`config.mk`:
```
export PLATFORM = sky130hd
export DESIGN_NAME = cruise_setpoint_controller
export DESIGN_NICKNAME = d
export VERILOG_FILES = /design/src/rtl/cruise_setpoint_controller.sv
export SDC_FILE = /design/constraint.sdc
export NUM_CORES = 1
export LEC_CHECK = 0
export ABC_AREA = 1
export BUFFER_PORTS_ARGS = -buffer_cell sky130_fd_sc_hd__buf_4
export CORE_ASPECT_RATIO = 1.2
export CORE_MARGIN = 10
export CORE_UTILIZATION = 40
export DETAILED_ROUTE_END_ITERATION = 10
export GPL_TIMING_DRIVEN = 1
export SETUP_SLACK_MARGIN = 0.5
export SLEW_MARGIN = 20
export SYNTH_ARGS = -nofsm -noshare
export SYNTH_HDL_FRONTEND = slang
export SYNTH_SLANG_ARGS = --single-unit
export TNS_END_PERCENT = 50
```
`constraint.sdc`:
```
create_clock -name clk -period 3.2 [get_ports clk]
set_clock_uncertainty 0.2 [all_clocks]
set_input_delay 0.8 -clock clk [delete_from_list [all_inputs] [get_ports clk]]
set_output_delay 0.8 -clock clk [all_outputs]
set_load 0.03 [all_outputs]
```
`src/rtl/cruise_setpoint_controller.sv`:
```
// Cruise-control set-point controller: decides when the downstream 8-bit
// set-speed register loads and what value it takes. Tracks the driver
// controls with a 4-state FSM and maintains the target speed with saturation
// and press-and-hold auto-repeat for accel/decel.
module cruise_setpoint_controller #(
    parameter int unsigned STEP          = 2,
    parameter int unsigned MIN_SPEED     = 40,
    parameter int unsigned MAX_SPEED     = 200,
    parameter int unsigned HOLD_CYCLES   = 50,
    parameter int unsigned REPEAT_CYCLES = 10
) (
    input  logic       clk,
    input  logic       clear,
    input  logic [7:0] speed,
    input  logic       cruise_on,
    input  logic       set_btn,
    input  logic       resume_btn,
    input  logic       accel_btn,
    input  logic       decel_btn,
    input  logic       brake,
    output logic [7:0] reg_data,
    output logic       reg_load,
    output logic       active,
    output logic [1:0] state
);

    typedef enum logic [1:0] {
        ST_OFF       = 2'b00,
        ST_STANDBY   = 2'b01,
        ST_CRUISE    = 2'b10,
        ST_SUSPENDED = 2'b11
    } state_t;

    localparam int unsigned CW = $clog2(HOLD_CYCLES + 1);

    localparam logic [7:0]    STEP8  = 8'(STEP);
    localparam logic [8:0]    STEP9  = 9'(STEP);
    localparam logic [7:0]    MIN8   = 8'(MIN_SPEED);
    localparam logic [8:0]    MIN9   = 9'(MIN_SPEED);
    localparam logic [7:0]    MAX8   = 8'(MAX_SPEED);
    localparam logic [8:0]    MAX9   = 9'(MAX_SPEED);
    localparam logic [CW-1:0] HOLD_C = CW'(HOLD_CYCLES);
    // After a repeat step the counter is rewound so it reaches HOLD_C again
    // exactly REPEAT_CYCLES later.
    localparam logic [CW-1:0] RELOAD = CW'(HOLD_CYCLES - REPEAT_CYCLES + 1);
    localparam logic [CW-1:0] ONE_C  = CW'(1);

    state_t        state_q, state_d;
    logic [7:0]    target_q, target_d;
    logic          load_q, load_d;
    logic          active_q, active_d;
    logic [CW-1:0] acc_cnt_q, acc_cnt_d;
    logic [CW-1:0] dec_cnt_q, dec_cnt_d;
    logic          set_prev_q, set_prev_d;
    logic          res_prev_q, res_prev_d;
    logic          acc_prev_q, acc_prev_d;
    logic          dec_prev_q, dec_prev_d;

    logic       set_edge, res_edge, acc_edge, dec_edge;
    logic       speed_ok, hold_ok, acc_only, dec_only;
    logic       acc_fire, dec_fire;
    logic [8:0] up_sum;
    logic [7:0] up_val, dn_val;

    assign set_edge = set_btn    & ~set_prev_q;
    assign res_edge = resume_btn & ~res_prev_q;
    assign acc_edge = accel_btn  & ~acc_prev_q;
    assign dec_edge = decel_btn  & ~dec_prev_q;

    assign speed_ok = (speed >= MIN8) && (speed <= MAX8);
    assign hold_ok  = (state_q == ST_CRUISE) && cruise_on && !brake;
    assign acc_only = accel_btn & ~decel_btn;
    assign dec_only = decel_btn & ~accel_btn;

    // Step arithmetic is 9-bit so an overflow past 255 still clamps to MAX.
    assign up_sum = {1'b0, target_q} + STEP9;
    assign up_val = (up_sum > MAX9) ? MAX8 : up_sum[7:0];
    assign dn_val = ({1'b0, target_q} >= (MIN9 + STEP9)) ? (target_q - STEP8) : MIN8;

    // State and datapath registers with synchronous clear.
    always_ff @(posedge clk) begin
        if (clear) begin
            state_q    <= ST_OFF;
            target_q   <= '0;
            load_q     <= 1'b0;
            active_q   <= 1'b0;
            acc_cnt_q  <= '0;
            dec_cnt_q  <= '0;
            set_prev_q <= 1'b0;
            res_prev_q <= 1'b0;
            acc_prev_q <= 1'b0;
            dec_prev_q <= 1'b0;
        end else begin
            state_q    <= state_d;
            target_q   <= target_d;
            load_q     <= load_d;
            active_q   <= active_d;
            acc_cnt_q  <= acc_cnt_d;
            dec_cnt_q  <= dec_cnt_d;
            set_prev_q <= set_prev_d;
            res_prev_q <= res_prev_d;
            acc_prev_q <= acc_prev_d;
            dec_prev_q <= dec_prev_d;
        end
    end

    // Next-state logic: !cruise_on > brake > set edge > resume edge.
    always_comb begin
        state_d = state_q;
        if (!cruise_on) begin
            state_d = ST_OFF;
        end else begin
            case (state_q)
                ST_OFF:       state_d = ST_STANDBY;
                ST_STANDBY:   if (!brake && set_edge && speed_ok) state_d = ST_CRUISE;
                ST_CRUISE:    if (brake) state_d = ST_SUSPENDED;
                ST_SUSPENDED: if (!brake && ((set_edge && speed_ok) || res_edge)) state_d = ST_CRUISE;
                default:      state_d = ST_OFF;
            endcase
        end
    end

    // Hold counters: count held cycles since a press edge while in CRUISE;
    // a step fires on the edge and each time the counter reaches HOLD_C.
    always_comb begin
        acc_cnt_d = '0;
        dec_cnt_d = '0;
        acc_fire  = 1'b0;
        dec_fire  = 1'b0;
        if (hold_ok && acc_only) begin
            if (acc_edge) begin
                acc_cnt_d = ONE_C;
                acc_fire  = 1'b1;
            end else if (acc_cnt_q == HOLD_C) begin
                acc_cnt_d = RELOAD;
                acc_fire  = 1'b1;
            end else if (acc_cnt_q != '0) begin
                acc_cnt_d = acc_cnt_q + ONE_C;
            end
        end
        if (hold_ok && dec_only) begin
            if (dec_edge) begin
                dec_cnt_d = ONE_C;
                dec_fire  = 1'b1;
            end else if (dec_cnt_q == HOLD_C) begin
                dec_cnt_d = RELOAD;
                dec_fire  = 1'b1;
            end else if (dec_cnt_q != '0) begin
                dec_cnt_d = dec_cnt_q + ONE_C;
            end
        end
    end

    // Output logic: target update, load strobe, active flag, edge history.
    always_comb begin
        target_d   = target_q;
        load_d     = 1'b0;
        set_prev_d = set_btn;
        res_prev_d = resume_btn;
        acc_prev_d = accel_btn;
        dec_prev_d = decel_btn;
        if (!cruise_on) begin
            target_d = '0;
            load_d   = (target_q != '0);
        end else if (!brake) begin
            case (state_q)
                ST_STANDBY: begin
                    if (set_edge && speed_ok) begin
                        target_d = speed;
                        load_d   = 1'b1;
                    end
                end
                ST_CRUISE: begin
                    // An accepted set is an explicit capture and always loads;
                    // steps load only when the clamped value differs.
                    if (set_edge && speed_ok) begin
                        target_d = speed;
                        load_d   = 1'b1;
                    end else if (acc_fire) begin
                        target_d = up_val;
                        load_d   = (up_val != target_q);
                    end else if (dec_fire) begin
                        target_d = dn_val;
                        load_d   = (dn_val != target_q);
                    end
                end
                ST_SUSPENDED: begin
                    if (set_edge && speed_ok) begin
                        target_d = speed;
                        load_d   = 1'b1;
                    end else if (res_edge) begin
                        load_d   = 1'b1;
                    end
                end
                default: ;
            endcase
        end
        active_d = (state_d == ST_CRUISE);
    end

    assign reg_data = target_q;
    assign reg_load = load_q;
    assign active   = active_q;
    assign state    = state_q;

endmodule
```
After elaboration in Yosys (flattened, before gate mapping)
Cells that the tools add are included.

Register bits after elaboration: 28. Bits of input ports: 16. Output and inout port bits: 12. Logic and storage cells: 108.

Add/sub/neg operators: 4. Order comparisons: 4. Equal/unequal tests: 10. Multiplexer cells: 33. Bitwise operators: 18. Reduce and logical (&&, ||, !) cells: 25.

Operators by type and width (number): $mux W8 (6); $mux W6 (4); $ge A8 B6 Y1 const B (2); $mux W1 (16); $ne A8 B8 Y1 (2); $pmux W8 S2 (1); $add A6 B1 Y6 const B (2); $eq A6 B6 Y1 const B (2); $not A1 Y1 (12); $reduce_bool A6 Y1 (2); $reduce_or A5 Y1 (2); $add A8 B2 Y9 const B (1); $gt A9 B8 Y1 const B (1); $logic_and A1 B1 Y1 (9); $le A8 B8 Y1 const B (1); $mux W2 (4); $pmux W2 S4 (1); $reduce_bool A8 Y1 (1); $reduce_or A2 Y1 (4); $sub A8 B2 Y8 const B (1); $and A1 B1 Y1 (6); $eq A2 B2 Y1 const B (3); $reduce_or A3 Y1 (2); $ne A4 B3 Y1 const B (1); other kinds (8) (8).

Longest topological paths before layout
Gate-level depths: netlist of the first run.

Depth after elaboration: 11. Mapped depth: 14. Gate-level depth less buffers: 13.

Worst setup path after synthesis of the first run
Ideal clock, no wire load.

Path type: reg-to-reg. From: register target_q[1], in the netlist reg_data[1]. To: register target_q[7], in the netlist reg_data[7]. Setup time: 0.118 ns. Data arrival time: 1.860 ns. Required time: 2.882 ns. Slack: 1.022 ns. Stages on the path, launching flop included: 14. Path buffers: 1. Period minus slack after synthesis: 2.178 ns. Cells stage by stage: dfxtp_1 buf_2 inv_1 ha_1 inv_1 nand3_1 nand2_1 nand3_1 nand3_1 nand2_1 o21ai_0 nand3b_1 nand2_1 nor2_1.

Cells in the longest elaborated chain, start to end: 6. Elaborated cells between the ends (all ways): 10. Those cells by class: add/sub (2); order compare (2); mux (6).

RTL lines: start, declared (line 49) `logic [7:0] target_q, target_d;`; start signal, assigned (line 95) `target_q <= target_d;`; $add A8 B2 Y9, or another cell as far along (line 76) `assign up_sum = {1'b0, target_q} + STEP9;`; $gt A9 B8 Y1 or $mux W8 (tied branches) (line 77, 78); $mux W8, on equally long branches (line 77, 182); $mux W8 (*) (line 179) `end else if (acc_fire) begin`; $mux W8 (*) (line 176) `if (set_edge && speed_ok) begin`; $pmux W8 S2 (*) (line 166) `case (state_q)`.

Mark *: on every way between the ends. The rest lies on a longest branch, timed or not. The select of a mux whose other input is x is not followed. A chain may end at the register's enable or synchronous reset.

Final worst setup path of the first run
From: register target_q[2], in the netlist reg_data[2]. To: register target_q[3], in the netlist reg_data[3].

Same word-level chain as after synthesis.

==> results.sh, run 1 <==
export IMPL_routed_via_density=5.02
export IMPL_floorplan_initialDensity=0.412
export IMPL_hold_ws_ns=0.338
export IMPL_area_delta_synth_final_pct=17.3
export IMPL_slowest_delay_ns=0.56
export IMPL_layout_min_cycle_time_ns=2.19
export IMPL_fin_nets=343
export IMPL_seq_area_frac_synth=0.296
export IMPL_tightest_slew_ns=0.447
export IMPL_path_common_cell="nand3_1"
export IMPL_grt_overflow_total=0
export IMPL_async_flop_share=0
export IMPL_portBuffers=27
export IMPL_cts_setup_buffers=0
export IMPL_yosysUniqueCellTypes=31
export IMPL_dieArea_mm2=0.00789
export IMPL_setup_tns_ns=0
export IMPL_hold_viol_final=0
export IMPL_required_ns=3.16
export IMPL_clk_path_buf_depth=2
export IMPL_dp_final_hpwl_um=3870
export IMPL_maxCapViolCount=0
export IMPL_clockRootBuffer="clkbuf_8"
export IMPL_path_class="reg -> reg"
export IMPL_wirelength_um=4680
export IMPL_status="finished clean"
export IMPL_ctsHoldBuffers=0
export IMPL_synth_avg_cell_area_um2=6.52
export IMPL_synth_most_common_cell="nand2_1"
export IMPL_rsz0062_at_grt="false"
export IMPL_track_usage=0.125
export IMPL_grt_max_degree=17
export IMPL_tritoncts="done"
export IMPL_core_mm2=0.00459
export IMPL_finish_utilization=0.483
export IMPL_path_max_fanout=10
export IMPL_drive_gt1_frac=0.164
export IMPL_ctsResizeCount=0
export IMPL_clock_latency_ns=0.27
export IMPL_io_pins=28
export IMPL_end_kind="flop"
export IMPL_cp_start_kind="flop"
export IMPL_yosysWarnings=0
export IMPL_critPathTopFamily="flip-flops"
export IMPL_p_leak_uw=0.00101
export IMPL_cp_arrival_ns=2.15
export IMPL_synth_common_cells="nand2_1 (53), inv_1 (40), nor2_1 (40)"
export IMPL_relSlewSlack=0.702
export IMPL_crit_buf_inv=3
export IMPL_gp_congestion=0.949
export IMPL_syn_inst=290
export IMPL_cp_slowest_cell="dfxtp_1"
export IMPL_synthesis_area_mm2=0.00189
export IMPL_drc=0
export IMPL_synth_edff_count=0
export IMPL_antenna_cells=0
export IMPL_power_density_mw_per_mm2=319
export IMPL_yosysTopAreaCell="dfxtp_1"
export IMPL_final_setup_viol_count=0
export IMPL_ir_drop_mv=0.256
export IMPL_fin_crit_sh=0.684
export IMPL_rows=27
export IMPL_syn_nets=315
export IMPL_vias=1884
export IMPL_ant_nets=0
export IMPL_drt_iter0_drc=93
export IMPL_die_y_um=95.3
export IMPL_die_width_um=82.8
export IMPL_synth_top_area_share=0.296
export IMPL_antenna_found_initial=0
export IMPL_wire_per_inst_um=12.5
export IMPL_hold_path_class="reg -> reg"
export IMPL_cts_sinks=28
export IMPL_synthTopCellsByArea="dfxtp_1 (30%), nand2_1 (11%), inv_1 (7.9%)"
export IMPL_dr_pass1_iters=4
export IMPL_numCtsBuffers=3
export IMPL_yosys_register_bits=28
export IMPL_cp_cell_sequence="inv_1, ha_1, inv_1, nand3_1, nand2_1, nand3_1, nand3_1, nand3_2, inv_1, o21ai_0, nand3_1, a21oi_1"
export IMPL_cts_max_level=1
export IMPL_synth_flop_cell="dfxtp_1"
export IMPL_clk_transition_reported_paths_ns=0.09
export IMPL_final_max_slew_violation_count=0
export IMPL_grt_pass1_wl_um=8020
export IMPL_grt_pass1_vias=1778
export IMPL_fmax_mhz=457
## placed cells by master (no fill, tap or decap)
master / instances
nand4_1: 7
nand2_1: 53
ha_1: 9
a41oi_1: 1
a21boi_0: 1
nor3_1: 6
a31oi_1: 3
buf_4: 28
nand3b_1: 5
nor2_2: 1
or2_1: 1
nand3_1: 29
nand2_4: 3
dfxtp_1: 28
nor2_1: 40
clkinv_4: 1
clkbuf_8: 3
nor4_1: 1
a21oi_1: 20
xnor2_1: 2
inv_1: 40
nor3_4: 1
xor2_1: 6
nor3_2: 1
nand2_2: 4
o21ai_0: 9
or2_2: 3
bufinv_16: 1
nand3_2: 2
inv_2: 4
o21ai_1: 4
## metal layers
metal / vias up / routed length [µm] / global-route usage
met5: - / 0 / 0
met4: 0 / 64 / 0.0293
met3: 8 / 252 / 0.0226
met2: 50 / 2360 / 0.222
met1: 834 / 1990 / 0.150
li1: 992 / - / -
## cells by family after synthesis
family,share of synthesized area
AOI/OAI and AO/OA,0.106
and+or+nand+nor,0.396
DFF,0.296
xor gates and xnor gates,0.0370
buffers and inverters,0.106
adders and majority gates,0.0595
## flip-flops by register name, indices dropped and copies added (netlist names)
register,flops
state,2
set_prev_q,1
reg_load,1
dec_cnt_q,6
active,1
acc_cnt_q,6
dec_prev_q,1
res_prev_q,1
acc_prev_q,1
reg_data,8
## path summary, 6_finish.rpt
check / start / end / slack, ns / cells past startpoint
setup / recovery: reg_data[2] / reg_data[3] / 1.01 / 12
hold / removal: reg_data[0] / reg_data[0] / 0.34 / 2
setup reg to reg: reg_data[2] / reg_data[3] / 1.01 / 12
hold reg to reg: reg_data[0] / reg_data[0] / 0.34 / 2
## worst min-delay path, cell delays in order, from the launching register on
cell,delay (ns)
dfxtp_1,0.36
nand2_1,0.08
a21oi_1,0.05
## where the power goes
group / internal [µW] / switching [µW] / total (µW)
clock: 167 / 108 / 276
sequential: 353 / 3.83 / 357
combinational: 29.0 / 45.4 / 74.4
total: 549 / 158 / 707
## per-stage QoR
stage	worst slack (ns)	cell area, µm²	instances	power, µW
3_5_place_dp	0.784	2150	371	440
4_1_cts	1.01	2220	375	719
5_1_grt	0.815	2220	375	740
3_3_place_gp	0.774	2150	371	440
2_1_floorplan	1.02	1890	290	408
6_report	1.01	2220	375	707
## cell type report
cell class	instances	area [µm²]
clock buffer	3	41.3
clock inverter	1	30.0
fill	513	2370
inverter	45	174
multi-input combinational	212	1130
sequential	28	561
tap	58	72.6
timing repair buffer	28	210
(Power assumes the default switching activity.)
==> run 2, diff against run 1 <==
Clock period 3.2 ns to 1.9 ns, I/O delays scaled along.
==> run 2 against run 1 <==
Effect of this change: critical path depth unchanged; design area up 35%; worst hold slack worse by 0.13 ns; critical path type unchanged; largest power group unchanged.
==> results.sh, run 2 (synthesized netlist as in run 1, its figures left out) <==
export IMPL_grt_pass1_vias=2186
export IMPL_ant_nets=0
export IMPL_numCtsBuffers=3
export IMPL_die_width_um=82.8
export IMPL_dr_pass1_iters=5
export IMPL_rows=27
export IMPL_tritoncts="done"
export IMPL_dp_final_hpwl_um=4090
export IMPL_clk_path_buf_depth=2
export IMPL_antenna_cells=0
export IMPL_hold_viol_final=0
export IMPL_routed_via_density=5.06
export IMPL_fin_crit_sh=0.953
export IMPL_final_common_cell="buf_4"
export IMPL_relSlewSlack=0.756
export IMPL_largest_reg_flops=8
export IMPL_area_delta_synth_final_pct=58.1
export IMPL_cts_sinks=28
export IMPL_cts_max_level=1
export IMPL_grtUsageMet1=0.158
export IMPL_portBuffers=27
export IMPL_reg2regPathDepth=12
export IMPL_io_pins=28
export IMPL_grt_overflow_total=0
export IMPL_dieArea_mm2=0.00789
export IMPL_die_y_um=95.3
export IMPL_power_density_mw_per_mm2=384
export IMPL_drt_iter0_drc=166
export IMPL_pre_cts_ws_ns=-0.113
export IMPL_drive_gt1_frac=0.474
export IMPL_path_max_fanout=5
export IMPL_cp_start_kind="flop"
export IMPL_rsz0062_at_grt="true"
export IMPL_finish_utilization=0.651
export IMPL_setup_slack_ns=0.0887
export IMPL_fmax_mhz=552
export IMPL_tightest_slew_ns=0.365
export IMPL_hold_depth=3
export IMPL_hold_path_class="in -> reg"
export IMPL_r2r_start="acc_cnt_q[0]"
export IMPL_clock_latency_ns=0.28
export IMPL_crit_start="acc_cnt_q[0]"
export IMPL_clockRootBuffer="clkbuf_8"
export IMPL_grt_max_degree=16
export IMPL_final_setup_viol_count=0
export IMPL_floorplan_initialDensity=0.412
export IMPL_use_met3=0.0217
export IMPL_drc=0
export IMPL_grt_pass1_wl_um=9380
export IMPL_wire_per_inst_um=13.6
export IMPL_cp_arrival_ns=1.83
export IMPL_wirelength_um=5800
export IMPL_ir_drop_mv=0.410
export IMPL_most_common_layout_cells="buf_4 (46), nand2_1 (41), buf_6 (31)"
export IMPL_end_kind="flop"
export IMPL_layout_min_cycle_time_ns=1.81
export IMPL_gp_congestion=0.942
export IMPL_busiest_layer="met2"
export IMPL_met2_usage=0.273
export IMPL_ctsHoldBuffers=0
export IMPL_path_class="reg -> reg"
export IMPL_maxCapViolCount=0
export IMPL_fin_nets=395
export IMPL_antenna_found_initial=0
export IMPL_core_mm2=0.00459
export IMPL_clk_transition_reported_paths_ns=0.10
export IMPL_place_inst=400
export IMPL_min_delay_start="resume_btn"
export IMPL_final_max_slew_violation_count=0
export IMPL_fin_cells=427
export IMPL_p_leak_uw=0.00131
export IMPL_status="finished clean"
export IMPL_required_ns=1.91
export IMPL_track_usage=0.148
export IMPL_vias=2162
[run 2: worst paths after layout]
| path | end | slack (ns) |
|---|---|---|
| max | reg_data[5] | 0.09 |
| min | res_prev_q | 0.20 |
| max reg2reg | reg_data[5] | 0.09 |
| min reg2reg | acc_cnt_q[3] | 0.33 |
[run 2: cell type report]
type                       instances  area, µm²
inverter                          45        181
timing repair inverter             1       8.76
multi-input combinational        213       1380
sequential                        28        598
fill                             428       1600
tap                               58       72.6
clock buffer                       4       45.0
timing repair buffer              78        709
[run 2: through the flow]
step                      hold WS (ns)  power (µW)  TNS (ns)  instance area [µm²]
after detailed placement         0.282         771    -0.689                 2410
after CTS                        0.205        1130         0                 2780
after global routing             0.234        1190    -0.115                 2990
after global placement           0.273         771    -0.709                 2410
after floorplan                  0.292         689         0                 1950
final                            0.205        1150         0                 2990
[run 2: repair_timing]
action / CTS / global route
gates cloned: 2 / 0
pin swaps: 6 / 15
resized for setup: 57 / 56
setup buffers: 19 / 2
setup endpoints to repair: 34 / 36
[run 2: where the power goes]
group          total (µW)  internal, µW  switching (µW)  leakage (µW)
sequential            593           586            6.75      0.000237
clock                 351           151             200     0.0000228
combinational         204          92.9             111       0.00105
[run 2: per-layer routing]
layer / wire [µm] / vias up
met5: 0 / -
met4: 200 / 0
met3: 296 / 23
met2: 3050 / 61
met1: 2260 / 984
li1: - / 1094
[run 2: worst max-delay path: stages, from the launching register on]
cell and delay [ns]:
dfxtp_2 0.34, inv_2 0.07, ha_4 0.11, nand4_1 0.13
nand2_2 0.14, nand2_4 0.08, nand2_4 0.08, inv_2 0.04
nand2_4 0.10, nand2_2 0.12, a21oi_1 0.15, nand2_1 0.08
nor2_1 0.11
